<file path="config.mk">
export PLATFORM = sky130hd
export DESIGN_NAME = bcd_countdown_timer
export DESIGN_NICKNAME = d
export VERILOG_FILES = /design/src/rtl/bcd_countdown_timer.sv
export SDC_FILE = /design/constraint.sdc
export NUM_CORES = 1
export LEC_CHECK = 0
export ABC_AREA = 0
export CAP_MARGIN = 20
export CELL_PAD_IN_SITES_DETAIL_PLACEMENT = 0
export CELL_PAD_IN_SITES_GLOBAL_PLACEMENT = 2
export CORE_MARGIN = 2
export CORE_UTILIZATION = 32
export CTS_CLUSTER_SIZE = 20
export DETAILED_ROUTE_END_ITERATION = 10
export MAX_ROUTING_LAYER = met4
export PLACE_DENSITY = 0.89
export SLEW_MARGIN = 40
export SYNTH_ARGS = -nofsm -noshare
export SYNTH_HDL_FRONTEND = slang
export SYNTH_SLANG_ARGS = --single-unit
</file>
<file path="constraint.sdc">
create_clock -name clk -period 2.25 [get_ports clk]
set_input_delay 0.45 -clock clk [delete_from_list [all_inputs] [get_ports clk]]
set_output_delay 0.45 -clock clk [all_outputs]
set_load 0.03 [all_outputs]
</file>
<file path="src/rtl/bcd_countdown_timer.sv">
// -----------------------------------------------------------------------------
// bcd_countdown_timer
//   Three-decade (000-999) loadable BCD down-counter with prescaler, one-cycle
//   done pulse on expiry and optional auto-reload of the last loaded value.
//
// Parameters
//   TICK_DIV     enabled cycles per decrement (1..65535)
//   AUTO_RELOAD  1 = reload last loaded value on expiry and keep running
//
// Ports
//   clk                      system clock, rising edge
//   reset                    synchronous active-high reset
//   load                     1-cycle strobe capturing load_* digits
//   load_ones/tens/hundred   BCD start value
//   enable                   count gate; low freezes digits and prescaler
//   ones/tens/hundred        current BCD value (registered)
//   running                  high while counting
//   done                     1-cycle pulse on expiry
//   load_err                 1-cycle pulse when a load had a digit > 9
// -----------------------------------------------------------------------------
module bcd_countdown_timer #(
  parameter int unsigned TICK_DIV    = 1,
  parameter bit          AUTO_RELOAD = 1'b0
) (
  input  logic       clk,
  input  logic       reset,
  input  logic       load,
  input  logic [3:0] load_ones,
  input  logic [3:0] load_tens,
  input  logic [3:0] load_hundred,
  input  logic       enable,
  output logic [3:0] ones,
  output logic [3:0] tens,
  output logic [3:0] hundred,
  output logic       running,
  output logic       done,
  output logic       load_err
);

  localparam int unsigned DW = 4;
  localparam int unsigned PW = 16;
  localparam logic [PW-1:0] TICK_LAST = PW'(TICK_DIV - 1);
  localparam logic [DW-1:0] DIGIT_MAX = DW'(9);

  typedef enum logic [1:0] {
    IDLE    = 2'd0,
    RUN     = 2'd1,
    EXPIRED = 2'd2
  } state_t;

  state_t        state;
  logic [PW-1:0] prescaler;
  logic [DW-1:0] reload_ones;
  logic [DW-1:0] reload_tens;
  logic [DW-1:0] reload_hundred;

  logic          load_valid_c;
  logic          load_zero_c;
  logic          tick_c;
  logic          at_one_c;
  logic [DW-1:0] dec_ones_c;
  logic [DW-1:0] dec_tens_c;
  logic [DW-1:0] dec_hundred_c;

  // Load qualification: every digit must be a legal BCD value.
  always_comb begin
    load_valid_c = (load_ones <= DIGIT_MAX) && (load_tens <= DIGIT_MAX) &&
                   (load_hundred <= DIGIT_MAX);
    load_zero_c  = (load_ones == '0) && (load_tens == '0) && (load_hundred == '0);
  end

  // Decrement event and the value that triggers expiry.
  always_comb begin
    tick_c   = (state == RUN) && enable && (prescaler == TICK_LAST);
    at_one_c = (ones == DW'(1)) && (tens == '0) && (hundred == '0);
  end

  // Ripple-borrow decrement; only consumed when the value is above 001.
  always_comb begin
    dec_ones_c    = ones - DW'(1);
    dec_tens_c    = tens;
    dec_hundred_c = hundred;
    if (ones == '0) begin
      dec_ones_c = DIGIT_MAX;
      dec_tens_c = tens - DW'(1);
      if (tens == '0) begin
        dec_tens_c    = DIGIT_MAX;
        dec_hundred_c = hundred - DW'(1);
      end
    end
  end

  // State, digits, prescaler, reload register and status pulses.
  always_ff @(posedge clk) begin
    if (reset) begin
      state          <= IDLE;
      prescaler      <= '0;
      ones           <= '0;
      tens           <= '0;
      hundred        <= '0;
      reload_ones    <= '0;
      reload_tens    <= '0;
      reload_hundred <= '0;
      running        <= 1'b0;
      done           <= 1'b0;
      load_err       <= 1'b0;
    end else begin
      done     <= 1'b0;
      load_err <= 1'b0;
      if (load) begin
        // Load beats any tick in the same cycle, so an expiry is suppressed.
        if (load_valid_c) begin
          ones           <= load_ones;
          tens           <= load_tens;
          hundred        <= load_hundred;
          reload_ones    <= load_ones;
          reload_tens    <= load_tens;
          reload_hundred <= load_hundred;
          prescaler      <= '0;
          state          <= load_zero_c ? IDLE : RUN;
          running        <= !load_zero_c;
        end else begin
          load_err <= 1'b1;
        end
      end else begin
        case (state)
          RUN: begin
            if (enable) begin
              if (tick_c) begin
                prescaler <= '0;
                if (at_one_c) begin
                  done <= 1'b1;
                  if (AUTO_RELOAD) begin
                    ones    <= reload_ones;
                    tens    <= reload_tens;
                    hundred <= reload_hundred;
                  end else begin
                    ones    <= '0;
                    tens    <= '0;
                    hundred <= '0;
                    state   <= EXPIRED;
                    running <= 1'b0;
                  end
                end else if ((ones != '0) || (tens != '0) || (hundred != '0)) begin
                  ones    <= dec_ones_c;
                  tens    <= dec_tens_c;
                  hundred <= dec_hundred_c;
                end
              end else begin
                prescaler <= prescaler + PW'(1);
              end
            end
          end
          IDLE, EXPIRED: begin
            // Not armed: ignore enable and keep the prescaler parked.
            prescaler <= '0;
          end
          default: begin
            state     <= IDLE;
            running   <= 1'b0;
            prescaler <= '0;
          end
        endcase
      end
    end
  end

endmodule
</file>
==> results.py, run 1 <==
metrics = {
    "route": {
        "drtIter0Drc": 94,
        "drt-total-wl_mm": 5.738,
        "routedWlPerCell_um": 14.24,
        "vias": 2151,
        "drc": 0,
        "first_pass_iters": 4,
        "final_antenna_net_count": 0,
        "viasPerCell": 5.337,
    },
    "layout": {
        "final_nets": 349,
        "final_cells": 403,
        "postLayoutCoreUtil_pct": 48.71,
        "n_antenna_cell": 0,
        "drive_gt1_share_pct": 24.39,
        "final_area_sq_mm": 0.002935,
        "areaGrowthSynthToFinish_pct": 44.90,
    },
    "yosys": {
        "synth_seq_area_share_pct": 31.62,
        "synth_area_leader_cell": "dfxtp_1",
        "syn_avg_cell_area_sq_um": 8.235,
        "async_flop_share_pct": 0,
        "synth_area_sq_mm": 0.002026,
        "synth.area.top_cells": "dfxtp_1 (32%), nor2_1 (4.8%), xor2_1 (3.9%), ha_1 (3.7%), o31ai_1 (3.7%)",
        "synth_edf_count": 0,
        "synthTopCellsByCount": "dfxtp_1 (32), nor2_1 (26), a21oi_1 (13)",
        "yosysTopAreaCellShare_pct": 31.62,
        "syn_nets": 268,
        "synth_flop_cell": "dfxtp_1",
        "synth_most_common_cell": "dfxtp_1",
        "ys_ff_latch": 32,
        "synth_cells": 246,
        "ys_types": 59,
        "ys_warn_count": 0,
    },
    "sta": {
        "finalHoldViolCount": 0,
        "clock.fmax_ghz": 0.4637,
        "min_period_ps": 2156,
        "tns_ps": 0,
        "drv_slew": 0,
        "rsz0062_at_grt": "yes",
        "max_slew.worst_pin.slew_ps": 487.3,
        "slew_headroom_pct": 67.26,
        "setup_viol": 0,
        "min_period_over_period_pct": 95.84,
        "skew_ps": 4.089,
    },
    "grt": {
        "overflow": 0,
        "grt_max_degree": 17,
        "grt_pass1_wl_mm": 9.729,
        "grt_antenna_before_repair": 0,
        "grt_usage_pct": 17.49,
        "grt_pass1_vias": 2012,
    },
    "die": {
        "die_y_um": 83.57,
        "num_io_pins": 31,
        "die_area_sq_mm": 0.006983,
        "initial_core_util_pct": 33.62,
        "die_x_um": 83.57,
        "core-area_sq_mm": 0.006026,
        "rows": 28,
    },
    "worst_setup_path": {
        "cp_max_fo": 4,
        "end_kind": "flip-flop",
        "startpoint_type": "primary input",
        "cp.arrival_ps": 2330,
        "crit_chain": "clkdlybuf4s50_1 > nor4b_2 > and4_1 > or4b_4 > a222oi_1 > a211oi_1",
        "critPathKind": "in2reg",
        "required_ps": 2420,
        "critPathSlowestCell": "or4b_4",
        "max_stage_delay_ps": 500,
    },
    "cts": {
        "cts_tree": "yes",
        "cts_buffers": 5,
        "worstSkewPairLatency_ps": 290,
        "clk_pin_slew_ps": 70,
        "postCtsHoldBufs": 0,
        "cts_max_path_buffers": 2,
        "root_buffer": "clkbuf_8",
        "ctsHtreeMaxLevel": 2,
        "clock-sinks": 32,
    },
    "placed_design": {
        "placed_area_sq_mm": 0.002790,
        "dp_hpwl_mm": 4.476,
        "gp_congestion": 0.9099,
        "port_buffers": 30,
        "dp_cells": 395,
    },
    "run_status": {
        "status": "completed",
    },
    "pwr": {
        "leakagePower_uw": 0.001090,
        "power_density_mw_per_mm2": 544.8,
        "power.total_uw": 1599,
        "ir_drop_uv": 299.3,
    },
    "job": {
        "drv_cap": 0,
    },
    "min_path": {
        "hp-class": "reg2reg",
    },
}
==> worst paths after layout <==
check | start | to | slack, ps | depth (start not counted)
worst max register to register | tens[0] | hundred[0] | 120 | 7
worst min-delay path | hundred[1] | hundred[1] | 520 | 2
worst min register to register | hundred[1] | hundred[1] | 520 | 2
worst max-delay path | enable | hundred[0] | 90 | 6
==> cell families after synthesis <==
family,count (synthesis),synth area share [%]
multiplexers,2,1.050
XOR/XNOR,13,5.621
AND/OR/NAND/NOR,106,30.82
buffers and inverters,20,4.200
adder cells (fa/ha/maj),6,3.706
flip-flops,32,31.62
AO/OA/AOI/OAI,67,22.98
==> what timing repair did <==
action                                  in CTS  in global routing
buffers inserted                             0                  0
endpoints found under the setup margin       0                  7
gates resized for setup                      0                  7
==> placed cells by master, fill, tap and decap left out, types with 3 or more instances in the layout <==
master | synthesis | final
o31ai_1 | 10 | 10
xor2_1 | 9 | 9
nand3_1 | 12 | 12
clkbuf_8 | 0 | 5
nor4_1 | 8 | 8
nor2b_1 | 5 | 5
and4_1 | 3 | 3
a22oi_1 | 6 | 6
or3_1 | 5 | 5
clkdlybuf4s50_1 | 0 | 30
nand2_1 | 10 | 9
o21ai_0 | 10 | 10
buf_4 | 0 | 53
inv_1 | 10 | 10
or4_1 | 5 | 5
nor3_1 | 4 | 4
nor2_1 | 26 | 26
nor4b_2 | 3 | 4
nand4_1 | 8 | 8
xnor2_1 | 4 | 4
a31oi_1 | 4 | 4
ha_1 | 6 | 6
o21a_1 | 3 | 3
a21oi_1 | 13 | 13
dfxtp_1 | 32 | 30
==> sequential cells by signal (all words and copies together), names as in the netlist <==
| name | flops |
|---|---|
| done | 1 |
| hundred | 4 |
| load_err | 1 |
| ones | 4 |
| prescaler | 16 |
| running | 1 |
| state | 1 |
| tens | 4 |
==> stage by stage <==
stage               setup WS, ps  hold WS (ps)
finish                     93.55         517.3
global route              -25.10         551.1
CTS                        40.15         520.7
detailed placement        -233.8         509.2
global placement          -181.3         497.9
floorplan                  69.39         477.2
==> critical path, delay by kind of cell <==
| kind | cells | cell delay (ps) |
|---|---|---|
| AOI/OAI and AO/OA | 2 | 390 |
| buffers and inverters | 1 | 490 |
| and+or+nand+nor | 3 | 1000 |
==> metal layers <==
metal	vias to the layer above	part of all wire, %	track usage [%]
met5	-	0	-
met4	0	1.4	4.399
met3	10	4.4	3.759
met2	38	44	26.04
met1	1001	50	24.14
li1	1102	-	-
==> power by group <==
group	total [uW]	leakage [uW]	switching (uW)	internal, uW
clock network	565	0.0000541	238	328
registers	602	0.000260	17.6	584
logic	432	0.000776	219	214
total	1600	0.00109	474	1130
==> layout make-up <==
class / instances / area [sq um]
Fill cell: 602 / 3090
Timing Repair Buffer: 84 / 718.2
Clock inverter: 3 / 42.54
Multi-Input combinational cell: 194 / 1331
Sequential cell: 32 / 643.1
Inverter: 10 / 37.54
Clock buffer: 5 / 68.82
Tap cell: 75 / 93.84
Power figures use the tool's default switching activity.
==> run 2, diff against run 1 <==
CORE_UTILIZATION = 37   (was 32)
DONT_BUFFER_PORTS = 1   (was not set)
PLACE_DENSITY = 0.87   (was 0.89)
REMOVE_ABC_BUFFERS = 1   (was not set)
==> results.py, run 2 (same netlist as run 1, synthesis figures left out) <==
metrics = {
    "run_status": {
        "status": "completed",
    },
    "cts": {
        "cts_max_path_buffers": 2,
        "ctsHtreeMaxLevel": 2,
        "cts_buffers": 5,
        "clock-sinks": 32,
        "root_buffer": "clkbuf_8",
        "postCtsHoldBufs": 0,
        "clk_pin_slew_ps": 70,
        "worstSkewPairLatency_ps": 280,
        "cts_tree": "yes",
    },
    "pwr": {
        "power_density_mw_per_mm2": 600.6,
        "leakagePower_uw": 0.0008766,
        "power.total_uw": 1457,
        "ir_drop_uv": 270.8,
    },
    "route": {
        "drc": 0,
        "drtIter0Drc": 114,
        "viasPerCell": 5.739,
        "first_pass_iters": 4,
        "final_antenna_net_count": 0,
        "vias": 1980,
        "drt-total-wl_mm": 5.559,
        "routedWlPerCell_um": 16.11,
    },
    "sta": {
        "clock.fmax_ghz": 0.4715,
        "skew_ps": 3.934,
        "max_slew.worst_pin.slew_ps": 494.1,
        "holdWs_ps": 228.1,
        "slew_headroom_pct": 66.90,
        "finalHoldViolCount": 0,
        "min_period_over_period_pct": 94.26,
        "tns_ps": 0,
        "rsz0062_at_grt": "no",
        "setup_viol": 0,
        "drv_slew": 0,
        "min_period_ps": 2121,
    },
    "placed_design": {
        "dp_hpwl_mm": 4.146,
        "gp_congestion": 0.8906,
        "port_buffers": 0,
        "placed_area_sq_mm": 0.002291,
    },
    "die": {
        "die_area_sq_mm": 0.006082,
        "core-area_sq_mm": 0.005205,
        "die_y_um": 77.99,
        "die_x_um": 77.99,
        "rows": 26,
        "num_io_pins": 31,
        "initial_core_util_pct": 38.92,
    },
    "worst_setup_path": {
        "ff2ff_setup_slack_ps": 130,
        "r2r_start": "prescaler[0]",
        "rr_worst_depth": 7,
        "critPathKind": "reg2reg",
        "critPathSlowestCell": "or4b_4",
        "crit_chain": "inv_1 > ha_1 > nor4b_2 > and4_4 > or4b_4 > a222oi_1 > a211oi_1",
        "max_stage_delay_ps": 490,
        "path_delay_family": "simple AND/OR/NAND/NOR gates",
        "required_ps": 2410,
        "cp.arrival_ps": 2280,
        "reg2reg_to": "hundred[0]",
        "end_kind": "flip-flop",
        "cp_max_fo": 10,
        "path_buf_inv": 1,
        "startpoint_type": "flip-flop",
    },
    "grt": {
        "overflow": 0,
        "grt_use_met2_pct": 27.67,
        "grt_pass1_vias": 1939,
        "met1_usage_pct": 27.13,
        "grt_busiest_layer": "met2",
        "grtUsageMet3_pct": 5.698,
        "grt_pass1_wl_mm": 9.315,
        "grt_max_degree": 31,
        "grt_antenna_before_repair": 0,
        "grt_usage_pct": 19.81,
    },
    "layout": {
        "final_area_sq_mm": 0.002426,
        "layout_common_cells": "dfxtp_1 (32), buf_4 (31), nor2_1 (26)",
        "final_nets": 296,
        "largest_register_ffs": 16,
        "drive_gt1_share_pct": 19.27,
        "max_flop_register": "prescaler",
        "areaGrowthSynthToFinish_pct": 19.77,
        "mostFrequentLayoutCell": "dfxtp_1",
        "n_antenna_cell": 0,
    },
    "min_path": {
        "whs_path_depth": 1,
        "min-delay-start": "reset",
        "min_to": "ones[2]",
        "hp-class": "in2reg",
    },
    "job": {
        "drv_cap": 0,
    },
}
## run 2: per-stage QoR
stage                     util, %  instances  setup slack (ps)
after floorplan                 -        236            -14.80
after global placement      44.01        336             136.0
after detailed placement    44.01        336             56.96
after CTS                   46.11        344             63.04
after global routing        46.61        345             3.333
final                       46.61        345             129.2
## run 2: routing by layer
layer  wire, um  part of all wire (%)  vias up
met3        448                   8.1        5
li1           -                     -      996
met2       2348                    42       60
met5          0                     0        -
met1       2708                    49      919
met4         53                  0.95        0
## run 2: what timing repair did
| action | 4_1_cts | 5_1_grt |
|---|---|---|
| setup buffers | 0 | 1 |
| setup endpoints to repair | 1 | 3 |
| gates resized for setup | 1 | 4 |
## run 2: how the worst max path moves through the flow
stage,cells past startpoint,start,to
final,7,prescaler[0],hundred[0]
after global routing,7,prescaler[1],hundred[0]
after CTS,7,prescaler[0],hundred[0]
after detailed placement,7,prescaler[0],hundred[0]
after global placement,7,prescaler[0],hundred[1]
after floorplan,5,load_ones[2],prescaler[10]
## run 2: area by class of cell
class | count | area, sq um
well taps | 70 | 87.58
inverters | 10 | 37.54
multi-input cells | 194 | 1320
repair buffers | 31 | 232.7
clock buffers | 6 | 72.57
fillers | 552 | 2779
clock inverters | 2 | 35.03
flip-flops and latches | 32 | 640.6
## run 2: report_power, final
group | internal (uW) | leakage (uW) | total (uW) | switching, uW
sequential | 584 | 0.000259 | 601 | 17.5
clock | 329 | 0.0000552 | 546 | 218
combinational | 135 | 0.000562 | 310 | 175
total | 1050 | 0.000877 | 1460 | 410
==> run 3, diff against run 2 <==
SLEW_MARGIN = 30   (was 40)
==> results of run 3 <==
The final DEF is identical to that of run 2; final timing and power are the same.
